--- config.mk ---
export PLATFORM = sky130hd
export DESIGN_NAME = mrd_pkt_sched
export DESIGN_NICKNAME = d
export VERILOG_FILES = /design/src/rtl/mrd_pkt_sched.sv
export SDC_FILE = /design/constraint.sdc
export NUM_CORES = 1
export LEC_CHECK = 0
export ABC_AREA = 1
export ABC_CLOCK_PERIOD_IN_PS = 1900
export BUFFER_PORTS_ARGS = -buffer_cell sky130_fd_sc_hd__buf_2
export CAP_MARGIN = 15
export CORE_MARGIN = 2
export CORE_UTILIZATION = 45
export DETAILED_ROUTE_END_ITERATION = 10
export HOLD_SLACK_MARGIN = 0.08
export PLACE_DENSITY = 0.73
export SYNTH_ARGS = -nofsm -noshare
export SYNTH_HDL_FRONTEND = slang
export SYNTH_SLANG_ARGS = --single-unit
--- constraint.sdc ---
create_clock -name clk -period 1.9 [get_ports clk]
set_clock_uncertainty 0.2 [all_clocks]
set_input_delay 0.19 -clock clk [delete_from_list [all_inputs] [get_ports clk]]
set_output_delay 0.19 -clock clk [all_outputs]
set_load 0.01 [all_outputs]
--- src/rtl/mrd_pkt_sched.sv ---
// Two-engine packet scheduler: round-robin input steering plus in-order output selection.
// Optional input idle timeout is built only when MRD_SCHED_TIMEOUT_EN is defined.
//
// state    | meaning
// IN_IDLE  | waiting for a packet start aimed at engine nxt
// IN_FWD   | forwarding beats of the current packet to engine eng_sel
// OUT_IDLE | waiting for src_sop from the engine at the queue head
// OUT_ACT  | head engine is emitting its packet on the shared output
module mrd_pkt_sched #(
  parameter int TMO_W   = 16,
  parameter int TMO_MAX = 20000
) (
  input  logic       clk,
  input  logic       rst,
  input  logic       in_sop,
  input  logic       in_eop,
  input  logic       in_valid,
  output logic       in_ready,
  input  logic [1:0] eng_ready,
  output logic [1:0] eng_sop,
  output logic [1:0] eng_valid,
  output logic [1:0] eng_eop,
  output logic       eng_sel,
  input  logic [1:0] src_sop,
  input  logic [1:0] src_eop,
  output logic       out_sel,
  output logic [1:0] busy,
  output logic       err_drop,
  output logic       ord_err,
  output logic       tmo
);

  typedef enum logic {IN_IDLE, IN_FWD} in_state_t;
  typedef enum logic {OUT_IDLE, OUT_ACT} out_state_t;

  in_state_t  in_state;
  out_state_t out_state;

  logic       nxt;
  logic       q0, q1;
  logic [1:0] q_cnt;

  logic       q0_n, q1_n;
  logic [1:0] q_cnt_n;
  logic [1:0] busy_n;

  logic in_idle, sop_v, acc, drop, fwd, fwd_eop;
  logic q_empty, ord_ev, h_sop, h_eop, pop, tgt, tmo_hit;

  function automatic logic [1:0] onehot(input logic b);
    return b ? 2'b10 : 2'b01;
  endfunction

  // An out-of-range TMO_MAX for the counter width leaves this marker block in the hierarchy.
  if (TMO_MAX < 1 || TMO_MAX > 2**TMO_W) begin : g_tmo_cfg_bad
  end

  assign in_idle  = (in_state == IN_IDLE);
  assign in_ready = ~rst & in_idle & eng_ready[nxt] & ~busy[nxt] & (q_cnt != 2'd2);

  assign sop_v   = in_sop & in_valid;
  assign acc     = sop_v & in_ready;
  assign drop    = sop_v & ~in_ready;
  // A start seen mid-packet is dropped, never forwarded as a data beat.
  assign fwd     = ~in_idle & in_valid & ~in_sop;
  assign fwd_eop = fwd & in_eop;
  assign tgt     = acc ? nxt : eng_sel;

  assign q_empty = (q_cnt == 2'd0);
  assign out_sel = ~q_empty & q0;
  assign h_sop   = ~q_empty & src_sop[out_sel];
  assign h_eop   = ~q_empty & src_eop[out_sel];
  assign pop     = h_eop & ((out_state == OUT_ACT) | h_sop);
  assign ord_ev  = q_empty ? (|src_sop | |src_eop)
                           : (src_sop[~out_sel] | src_eop[~out_sel]);

`ifdef MRD_SCHED_TIMEOUT_EN
  localparam logic [TMO_W-1:0] TMO_LOAD = TMO_W'(TMO_MAX - 1);

  logic [TMO_W-1:0] tmo_cnt;

  assign tmo_hit = ~in_idle & ~in_valid & (tmo_cnt == '0);

  // Down-counter of remaining idle cycles; reloaded on any input activity.
  always_ff @(posedge clk or posedge rst) begin
    if (rst) begin
      tmo_cnt <= '0;
    end else if (acc || (!in_idle && in_valid)) begin
      tmo_cnt <= TMO_LOAD;
    end else if (in_idle) begin
      tmo_cnt <= '0;
    end else if (tmo_cnt != '0) begin
      tmo_cnt <= tmo_cnt - 1'b1;
    end
  end
`else
  assign tmo_hit = 1'b0;
`endif

  // Timeout removes the tail first, then the output side pops the head, then a new ID is pushed.
  always_comb begin
    q0_n    = q0;
    q1_n    = q1;
    q_cnt_n = q_cnt;
    if (tmo_hit && q_cnt_n != 2'd0) q_cnt_n = q_cnt_n - 2'd1;
    if (pop && q_cnt_n != 2'd0) begin
      q0_n    = q1;
      q_cnt_n = q_cnt_n - 2'd1;
    end
    if (acc) begin
      if (q_cnt_n == 2'd0) q0_n = nxt;
      else                 q1_n = nxt;
      q_cnt_n = q_cnt_n + 2'd1;
    end
  end

  always_comb begin
    busy_n = busy;
    if (pop)     busy_n[out_sel] = 1'b0;
    if (tmo_hit) busy_n[eng_sel] = 1'b0;
    if (acc)     busy_n[nxt]     = 1'b1;
  end

  always_ff @(posedge clk or posedge rst) begin
    if (rst) begin
      in_state  <= IN_IDLE;
      out_state <= OUT_IDLE;
      nxt       <= 1'b0;
      q0        <= 1'b0;
      q1        <= 1'b0;
      q_cnt     <= 2'd0;
      busy      <= 2'b00;
      eng_sel   <= 1'b0;
      eng_sop   <= 2'b00;
      eng_valid <= 2'b00;
      eng_eop   <= 2'b00;
      err_drop  <= 1'b0;
      ord_err   <= 1'b0;
      tmo       <= 1'b0;
    end else begin
      q0        <= q0_n;
      q1        <= q1_n;
      q_cnt     <= q_cnt_n;
      busy      <= busy_n;
      err_drop  <= drop;
      ord_err   <= ord_ev;
      tmo       <= tmo_hit;
      eng_sop   <= acc ? onehot(nxt) : 2'b00;
      eng_valid <= (acc | fwd) ? onehot(tgt) : 2'b00;
      eng_eop   <= ((acc & in_eop) | fwd_eop) ? onehot(tgt) : 2'b00;

      if (acc) begin
        eng_sel <= nxt;
        nxt     <= ~nxt;
      end else if (tmo_hit) begin
        nxt     <= eng_sel;
      end

      // A single-beat packet (sop and eop together) never leaves IN_IDLE.
      case (in_state)
        IN_IDLE: if (acc && !in_eop)       in_state <= IN_FWD;
        IN_FWD:  if (fwd_eop || tmo_hit)   in_state <= IN_IDLE;
      endcase

      case (out_state)
        OUT_IDLE: if (h_sop && !h_eop)            out_state <= OUT_ACT;
        OUT_ACT:  if (h_eop || q_cnt_n == 2'd0)   out_state <= OUT_IDLE;
      endcase
    end
  end

endmodule

==> flow_metrics.env <==
export IMPL_nFillCells=137
export IMPL_maxCapViolCount=0
export IMPL_endpoint_kind="register"
export IMPL_crit_slowest_cell="dfrtp_1"
export IMPL_dp_cells=159
export IMPL_insertion_delay_ns=0.29
export IMPL_row_count=16
export IMPL_ys_ff_latch=18
export IMPL_path_max_fanout=4
export IMPL_drc=0
export IMPL_core_um2=1920
export IMPL_grt_pass1_vias=808
export IMPL_clk_path_buf_depth=2
export IMPL_worstMarginPinSlew_ns=0.653
export IMPL_hold_viol=0
export IMPL_fmax_mhz=488
export IMPL_cts_buffers=3
export IMPL_worstHoldPathType="primary input to register"
export IMPL_p_leak_nw=0.728
export IMPL_worstHoldStart="in_sop"
export IMPL_detail_route_wl_per_cell_um=13.0
export IMPL_synth_fp_nets=119
export IMPL_ant_nets=0
export IMPL_cts_htree_levels=1
export IMPL_area_growth_pct=51.3
export IMPL_max_stage_delay_ns=0.39
export IMPL_place_congestion=0.826
export IMPL_grt_pass1_wl_um=3300
export IMPL_cp_cell_sequence="inv_2, ha_4, inv_1, nand3_2, nand3_4, nand2_4, nand2_4, nand2_4, ha_4, nand2_4, nand3_2, nor2_2, nor2_1"
export IMPL_status="finished with violations"
export IMPL_tns_ns=-0.297
export IMPL_synth_top_area_cell="dfrtp_1"
export IMPL_dr_pass1_iters=4
export IMPL_crit_top_cell="nand2_4"
export IMPL_ff_latch_area_um2=450
export IMPL_antenna_found_initial=0
export IMPL_critPathLaunchType="register"
export IMPL_drt_wl_total_um=2240
export IMPL_finalMaxSlewViolations=0
export IMPL_drive_gt1_share_pct=46.6
export IMPL_setup_viol=6
export IMPL_cts_tree="done"
export IMPL_syn_mean_instance_area_um2=8.57
export IMPL_initial_core_util_pct=46.8
export IMPL_clkTransAtPathRegs_ns=0.10
export IMPL_yosysSeqAreaShare_pct=50.1
export IMPL_dieArea_um2=2370
export IMPL_nNetsFinal=162
export IMPL_via_per_inst=5.10
export IMPL_period_minus_slack_ns=2.05
export IMPL_total_power_mw=2.01
export IMPL_crit_arrival_ns=2.04
export IMPL_cp_startpoint="q_cnt[1]"
export IMPL_synth_cell_types=20
export IMPL_worstPathRequired_ns=1.89
export IMPL_mappedNetlistArea_um2=900
export IMPL_hold_depth=4
export IMPL_power_density_nw_per_um2=1480
export IMPL_crit_buf_inv=2
export IMPL_io_pins=25
export IMPL_max_slew_margin_pct=56.4
export IMPL_die_w_um=48.7
export IMPL_vias=882
export IMPL_cts_root_buf="clkbuf_4"
export IMPL_dpl_hpwl_um=1390
export IMPL_vdd_ir_drop_max_v=0.000766
export IMPL_post_route_util_pct=70.8
export IMPL_multi_input_area_um2=498
export IMPL_critPathTopFamily="simple AND/OR/NAND/NOR gates"
export IMPL_synth_area_leaders="dfrtp_1 (50%), nand2_1 (9.2%), inv_1 (7.5%), nand3_1 (5.6%), ha_1 (4.2%)"
export IMPL_grt_use_total_pct=17.7
export IMPL_setup_ws_ns=-0.150
export IMPL_reg2regPathDepth=13
export IMPL_fin_crit_sh_pct=108
export IMPL_antenna_cells=0
export IMPL_die_h_um=48.7
export IMPL_crit_type="register to register"
export IMPL_cts_sinks=18
export IMPL_yosys_warnings=0
export IMPL_io_buffers=23
export IMPL_synth_top_area_share_pct=50.1
export IMPL_drt_initial_drc_count=19
export IMPL_r2r_start="q_cnt[1]"
export IMPL_grt_overflow=0
export IMPL_rsz0062_at_grt="yes"
export IMPL_dp_slack_ns=-0.133
export IMPL_synth_cells=105
export IMPL_fin_cells=173
export IMPL_violations="setup timing"
export IMPL_grt_max_degree=19
export IMPL_crit_cells=13
==> path summary, 6_finish.rpt <==
| path | slack [ns] | endpoint |
|---|---|---|
| setup / recovery | -0.15 | out_state |
| hold / removal | 0.11 | eng_valid[0] |
| setup reg to reg | -0.15 | out_state |
| hold reg to reg | 0.37 | busy[0] |
| max in group asynchronous | 0.71 | eng_valid[0] |
| min in group asynchronous | 0.38 | q0 |
==> per-stage QoR <==
stage / hold WS [ns] / instance area (um^2)
5_1_grt: 0.118 / 1360
6_report: 0.114 / 1360
3_5_place_dp: 0.144 / 1090
4_1_cts: 0.0836 / 1220
3_3_place_gp: 0.148 / 1090
2_1_floorplan: -0.0714 / 912
==> flip-flops by register name (all words and copies together), names as in the netlist <==
name,flops
eng_sop,2
q1,1
eng_valid,2
eng_sel,1
out_state,1
nxt,1
eng_eop,2
q0,1
in_state,1
busy,2
q_cnt,2
err_drop,1
ord_err,1
==> cells by family after synthesis <==
family,Yosys count,synth area share (%)
simple gates,48,26.1
buf+inv,22,10.0
flops,18,50.1
compound gates,13,9.18
fa+ha+maj,3,4.17
other cells,1,0.417
==> Yosys cell counts <==
master	number
a21oi_1	3
buf_4	1
clkinv_2	1
conb_1	1
dfrtp_1	18
ha_1	3
inv_1	18
inv_2	1
inv_4	1
nand2_1	22
nand2_2	3
nand3_1	10
nand4_4	1
nor2_1	9
nor2_2	2
nor3_4	1
o211ai_1	1
o21ai_0	7
o21ai_2	1
o21ai_4	1
==> routing by layer <==
layer	GRT usage, %	routed length, um	vias up
met2	33.1	1220	36
li1	-	-	406
met4	4.29	32	0
met1	20.4	848	436
met5	0	0	-
met3	3.70	140	4
==> worst reg2reg max path, cell delays in order (launching register included) <==
cell	delay [ns]
dfrtp_1	0.39
inv_2	0.08
ha_4	0.18
inv_1	0.11
nand3_2	0.12
nand3_4	0.12
nand2_4	0.09
nand2_4	0.08
nand2_4	0.05
ha_4	0.24
nand2_4	0.07
nand3_2	0.08
nor2_2	0.11
nor2_1	0.05
==> area by class of cell <==
cell class / count / share of cell area [%]
Sequential cell: 18 / 33.1
Multi-Input combinational cell: 65 / 36.6
Clock buffer: 3 / 1.65
Inverter: 21 / 6.34
Timing Repair Buffer: 39 / 19.9
Tap cell: 27 / 2.48
==> where the power goes <==
| group | switching (mW) | internal (mW) |
|---|---|---|
| Combinational | 0.679 | 0.522 |
| Sequential | 0.116 | 0.510 |
| Clock | 0.113 | 0.0736 |
==> repair_timing <==
item                                   in CTS  in global routing
pin swaps                                   1                 12
setup endpoints to repair                   4                  9
endpoints found under the hold margin      24                  0
setup buffers                               0                  2
hold buffers                                9                  0
resized for setup                           5                 27
==> layout by cell type, fill, tap and decap left out, drive strengths merged <==
| cell type | synthesis | layout |
|---|---|---|
| a21oi | 3 | 3 |
| o211ai | 1 | 1 |
| o21ai | 9 | 9 |
| conb | 1 | 1 |
| nand2 | 25 | 25 |
| nand4 | 1 | 1 |
| buf | 1 | 30 |
| nor3 | 1 | 1 |
| ha | 3 | 3 |
| clkbuf | 0 | 3 |
| dlygate4sd3 | 0 | 9 |
| inv | 20 | 21 |
| nand3 | 10 | 10 |
| nor2 | 11 | 11 |
| dfrtp | 18 | 18 |
No activity file was read; power rests on OpenSTA's default activity.
